--- src/rtl/hazard_scoreboard_ctrl.sv ---
// Hazard/stall controller for the in-order 5-stage SCPU: a per-register countdown
// scoreboard, a branch-wait FSM, debug freeze/step and saturating stall counters.
module hazard_scoreboard_ctrl #(
  parameter int NREG     = 32,
  parameter int ALU_LAT  = 0,
  parameter int LOAD_LAT = 1,
  parameter int CNT_W    = 16,
  localparam int AW      = (NREG > 1) ? $clog2(NREG) : 1
) (
  input  logic             clk,
  input  logic             rst_n,
  input  logic             debug_en,
  input  logic             debug_step,
  input  logic             id_valid,
  input  logic [AW-1:0]    id_rs,
  input  logic [AW-1:0]    id_rt,
  input  logic             id_rs_used,
  input  logic             id_rt_used,
  input  logic [AW-1:0]    id_rd,
  input  logic             id_we,
  input  logic             id_is_load,
  input  logic             id_is_branch,
  input  logic             br_resolved,
  output logic             if_en,
  output logic             id_en,
  output logic             id_rst,
  output logic             exe_rst,
  output logic             stall,
  output logic             branch_stall,
  output logic [CNT_W-1:0] stall_cycles,
  output logic [CNT_W-1:0] branch_cycles
);

  localparam int MAX_LAT = (ALU_LAT > LOAD_LAT) ? ALU_LAT : LOAD_LAT;
  localparam int CW      = (MAX_LAT > 0) ? $clog2(MAX_LAT + 1) : 1;

  localparam logic [CW-1:0] ALU_L  = CW'(ALU_LAT);
  localparam logic [CW-1:0] LOAD_L = CW'(LOAD_LAT);

  localparam logic [0:0] RUN     = 1'b0;
  localparam logic [0:0] BR_WAIT = 1'b1;

  function automatic logic [CW-1:0] sat_dec(input logic [CW-1:0] v);
    if (v == '0) return '0;
    return v - 1'b1;
  endfunction

  function automatic logic [CW-1:0] lat_max(input logic [CW-1:0] a, input logic [CW-1:0] b);
    return (a > b) ? a : b;
  endfunction

  function automatic logic [CNT_W-1:0] sat_inc(input logic [CNT_W-1:0] v, input logic en);
    if (!en || v == '1) return v;
    return v + 1'b1;
  endfunction

  logic [CW-1:0] cnt     [NREG];
  logic [CW-1:0] cnt_nxt [NREG];
  logic [0:0]    state;
  logic [0:0]    state_nxt;
  logic          step_prev;
  logic          freeze;
  logic          hazard;
  logic          issue;
  logic [CW-1:0] lat_sel;

  assign freeze  = debug_en & ~(debug_step & ~step_prev);
  assign hazard  = id_valid & ((id_rs_used & (cnt[id_rs] != '0)) |
                               (id_rt_used & (cnt[id_rt] != '0)));
  assign issue   = id_valid & ~hazard & (state == RUN) & ~freeze;
  assign lat_sel = id_is_load ? LOAD_L : ALU_L;

  // Taking the max with the decayed count keeps a later, shorter write from
  // releasing a reader before an earlier, longer write to the same register.
  always_comb begin
    for (int r = 0; r < NREG; r++) begin
      cnt_nxt[r] = sat_dec(cnt[r]);
      if (r != 0 && issue && id_we && id_rd == AW'(r))
        cnt_nxt[r] = lat_max(cnt_nxt[r], lat_sel);
    end
    cnt_nxt[0] = '0;
  end

  always_comb begin
    state_nxt = state;
    if (state == RUN && issue && id_is_branch)
      state_nxt = BR_WAIT;
    else if (state == BR_WAIT && br_resolved && !freeze)
      state_nxt = RUN;
  end

  always_ff @(posedge clk or negedge rst_n) begin
    if (!rst_n) begin
      for (int r = 0; r < NREG; r++) cnt[r] <= '0;
    end else if (!freeze) begin
      for (int r = 0; r < NREG; r++) cnt[r] <= cnt_nxt[r];
    end
  end

  always_ff @(posedge clk or negedge rst_n) begin
    if (!rst_n) begin
      state         <= RUN;
      step_prev     <= 1'b0;
      stall_cycles  <= '0;
      branch_cycles <= '0;
    end else begin
      state     <= state_nxt;
      step_prev <= debug_step;
      if (!freeze) begin
        stall_cycles  <= sat_inc(stall_cycles, stall);
        branch_cycles <= sat_inc(branch_cycles, branch_stall);
      end
    end
  end

  // Resolve cycle keeps the squash on IF/ID but lets the PC load the branch outcome.
  always_comb begin
    if_en        = 1'b1;
    id_en        = 1'b1;
    id_rst       = 1'b0;
    exe_rst      = 1'b0;
    stall        = 1'b0;
    branch_stall = 1'b0;
    if (!rst_n) begin
      if_en   = 1'b0;
      id_en   = 1'b0;
      id_rst  = 1'b1;
      exe_rst = 1'b1;
    end else if (freeze) begin
      if_en = 1'b0;
      id_en = 1'b0;
    end else if (state == BR_WAIT && !br_resolved) begin
      if_en        = 1'b0;
      id_rst       = 1'b1;
      exe_rst      = 1'b1;
      branch_stall = 1'b1;
    end else if (state == BR_WAIT) begin
      id_rst       = 1'b1;
      branch_stall = 1'b1;
    end else if (hazard) begin
      if_en   = 1'b0;
      id_en   = 1'b0;
      exe_rst = 1'b1;
      stall   = 1'b1;
    end else if (issue && id_is_branch) begin
      if_en        = 1'b0;
      id_rst       = 1'b1;
      branch_stall = 1'b1;
    end
  end

endmodule

--- config.mk ---
export PLATFORM = sky130hd
export DESIGN_NAME = hazard_scoreboard_ctrl
export DESIGN_NICKNAME = d
export VERILOG_FILES = /design/src/rtl/hazard_scoreboard_ctrl.sv
export SDC_FILE = /design/constraint.sdc
export NUM_CORES = 1
export LEC_CHECK = 0
export ABC_AREA = 1
export BUFFER_PORTS_ARGS = -buffer_cell sky130_fd_sc_hd__buf_2
export CAP_MARGIN = 20
export CORE_ASPECT_RATIO = 0.8
export CORE_MARGIN = 2
export CORE_UTILIZATION = 28
export CTS_CLUSTER_DIAMETER = 60
export DETAILED_ROUTE_END_ITERATION = 7
export MAX_ROUTING_LAYER = met4
export PLACE_DENSITY = 0.57
export RECOVER_POWER = 100
export REMOVE_ABC_BUFFERS = 1
export SYNTH_ARGS = -nofsm -noshare
export SYNTH_HDL_FRONTEND = slang
export SYNTH_SLANG_ARGS = --single-unit
export TNS_END_PERCENT = 20
--- constraint.sdc ---
create_clock -name clk -period 3.3 [get_ports clk]
set_input_delay 0.33 -clock clk [delete_from_list [all_inputs] [get_ports clk]]
set_output_delay 0.33 -clock clk [all_outputs]
set_load 0.01 [all_outputs]
==> run_results.csv <==
group,metric,value,unit
detailed_routing,drt-initial-drc-count,325,
detailed_routing,vias_per_cell,4.70,
worst_setup_path,worst_r2r_path_depth,8,
sta,clock_skew,0.00548,ns
worst_setup_path,arrival,3.00,ns
worst_setup_path,setup.worst_path.start,"branch_cycles[0]",
clock_tree,worstSkewPairLatency,0.34,ns
worst_setup_path,crit_family,"simple AND/OR/NAND/NOR gates",
clock_tree,cts_htree_levels,3,
detailed_routing,ant_nets,0,
die,placementRows,39,
synthesis,ys_types,33,
global_routing,grt_pass1_wl,19700,µm
synthesis,synth_top_area_cell,"dfrtp_1",
global_routing,antenna_found_initial,0,
sta,slew_headroom,7.38,%
sta,period_needed,2.72,ns
die,core_region_area,0.0143,mm²
sta,grt_setup_unrepaired,"no",
die,die_h,113,µm
clock_tree,clockBufferDepth,2,
finish,layout.cells.non_filler,830,
die,initial_core_util,28.8,%
synthesis,synthArstFlopShare,100,%
synthesis,ys_seq_elements,65,
run_status,status,"finished, final reports clean",
synthesis,netlist_instances,584,
worst_setup_path,path_max_fanout,17,
sta,max_freq,367,MHz
min_path,min_path_type,"input port to register",
worst_setup_path,worstPathCellList,"ha_1 -> nand3_1 -> inv_1 -> nand3_1 -> or4_1 -> nand3_1 -> nand2_1 -> nand2_1",
placement,numPortBuffers,63,
clock_tree,root_buffer,"clkbuf_16",
sta,final-hold-violation-count,0,
worst_setup_path,slowest_delay,0.73,ns
sta,setup_viol,0,
sta,tightest_slew,1.39,ns
synthesis,synth.area.top_cells,"dfrtp_1, nand2_1, nand3_1",
synthesis,yosys-top-cells-count,"nand2_1, dfrtp_1, inv_1",
worst_setup_path,critical_path_buf_inv_count,1,
worst_setup_path,r2r_end,"branch_cycles[10]",
global_routing,grt_max_degree,68,
sta,finalCritPeriodShare,82.6,%
synthesis,syn_area_per_cell,7.07,µm²
clock_tree,clock-sinks,65,
finish,diodes,0,
detailed_routing,drc,0,
worst_setup_path,critPathRequiredTime,3.58,ns
finish,fin_nets,669,
placement,dpl.cell_count,814,
placement,hpwl,8470,µm
job,cap_violations,0,
synthesis,synth_most_common_cell,"nand2_1",
global_routing,grt_pass1_vias,3732,
worst_setup_path,crit_end,"branch_cycles[10]",
global_routing,grt.total_usage,16.2,%
worst_setup_path,r2r_start,"branch_cycles[0]",
clock_tree,postCtsHoldBufs,0,
sta,drv_slew,0,
synthesis,ys_seq_area_share,39.4,%
detailed_routing,drtPass1Iterations,4,
synthesis,synth_flop_cell,"dfrtp_1",
worst_setup_path,worst_setup_path_start_kind,"register",
worst_setup_path,crit_path_frequent_cell,"nand3_1",
die,dieArea,0.0157,mm²
sta,tns,0,ns
die,io_pins,64,
detailed_routing,wl,12100,µm
synthesis,yosysTopAreaCellShare,39.4,%
worst_setup_path,critical_path.endpoint_type,"register",
clock_tree,post-cts-setup-buffer-count,0,
worst_setup_path,reg2reg_slack,0.58,ns
worst_setup_path,crit_type,"register to register",
synthesis,yosys_warnings,0,
clock_tree,numCtsBuffers,9,
synthesis,synth_area,0.00413,mm²
clock_tree,clkTransAtPathRegs,0.05,ns
worst_setup_path,cp.depth,8,
global_routing,overflow,0,
detailed_routing,num_vias,3902,
finish,synthToLayoutAreaGrowth,15.8,%
detailed_routing,wl_per_cell,14.5,µm
die,die_x,140,µm
finish,layout-drive-gt1-share,8.51,%
pwr,powerDensity,486,mW/mm²
placement,globalplace.congestion,0.944,
synthesis,synth-edff-count,0,
worst_setup_path,cp_slowest_cell,"or4_1",
clock_tree,cts_resized,0,
pwr,ir_worst_vdd,0.250,mV
pwr,power.leakage,2.22,nW
clock_tree,cts_tree,"yes",
-- worst reg2reg max path: cells and delay by family, from the launching register on --
family | cells | cell delay, ns
and+or+nand+nor | 6 | 1.77
DFF | 1 | 0.49
adders and majority gates | 1 | 0.26
buffers and inverters | 1 | 0.13
-- state kept, by name (all words and copies together) (netlist names) --
name and count:
stall_cycles 16, branch_cycles 16, step_prev 1, state 1, cnt 31
-- how the worst min path moves through the flow --
stage / from / slack (ns) / end / depth (start not counted)
global route: debug_step / 0.1 / step_prev / 1
CTS: debug_step / 0.10 / step_prev / 1
global placement: debug_step / 0.45 / step_prev / 1
detailed placement: debug_step / 0.46 / step_prev / 1
floorplan: rst_n / 0.03 / branch_cycles[0] / 0
finish: debug_step / 0.11 / step_prev / 1
-- cell families (layout without fill, tap and decap cells) --
kind of cell,count (synthesis),after routing,share of synthesized area (%)
buf+inv,93,155,10.0
flops,65,65,39.4
compound gates,48,48,6.94
xor+xnor,28,28,5.94
fa+ha+maj,2,2,0.606
simple gates,348,348,37.1
-- metal layers --
metal / vias to the layer above / part of all wire [%] / global-route usage [%]
met5: - / 0 / -
met4: 0 / 1.7 / 4.87
met3: 15 / 4.4 / 4.35
met2: 91 / 42 / 23.1
met1: 1779 / 52 / 22.6
li1: 2017 / - / -
-- cell usage in the layout, fill, tap and decap left out --
cell type,instances
a21oi_1,4
a31oi_1,1
buf_2,26
buf_4,5
bufinv_16,1
clkbuf_1,40
clkbuf_16,9
clkbuf_4,1
clkbuf_8,1
clkinv_1,1
clkinv_2,2
dfrtp_1,65
ha_1,2
inv_1,65
inv_2,3
inv_4,1
nand2_1,207
nand2_4,1
nand3_1,60
nand3_2,2
nand4_1,26
nor2_1,36
nor2_2,1
nor3_1,10
nor4_1,2
o211ai_1,5
o21ai_0,7
o21ai_1,5
o22ai_1,26
or2_2,2
or4_1,1
xnor2_1,13
xor2_1,15
-- layout make-up --
| class | count | area [µm²] |
|---|---|---|
| Clock buffer | 13 | 250 |
| Sequential cell | 65 | 1630 |
| Inverter | 70 | 265 |
| Tap cell | 184 | 230 |
| Fill cell | 1587 | 9570 |
| Timing Repair Buffer | 69 | 314 |
| Multi-Input combinational cell | 426 | 2050 |
| Clock inverter | 3 | 40.0 |
-- through the flow --
| step | hold slack [ns] | total power [mW] | area [µm²] | setup WS (ns) | utilization [%] |
|---|---|---|---|---|---|
| 2_1_floorplan | 0.0344 | 1.20 | 3980 | 0.610 | - |
| 3_5_place_dp | 0.456 | 1.40 | 4570 | 0.828 | 31.9 |
| 3_3_place_gp | 0.454 | 1.40 | 4570 | 0.835 | 31.9 |
| 4_1_cts | 0.100 | 2.38 | 4860 | 0.825 | 33.9 |
| 6_report | 0.112 | 2.32 | 4780 | 0.576 | 33.3 |
| 5_1_grt | 0.0984 | 2.46 | 4780 | 0.307 | 33.3 |
-- power breakdown --
| group | internal [mW] | switching, mW | total, mW |
|---|---|---|---|
| logic | 0.137 | 0.309 | 0.446 |
| clock network | 0.603 | 0.354 | 0.957 |
| registers | 0.845 | 0.0733 | 0.918 |
| total | 1.58 | 0.736 | 2.32 |
Note: power is estimated with default switching activity, not from simulation.
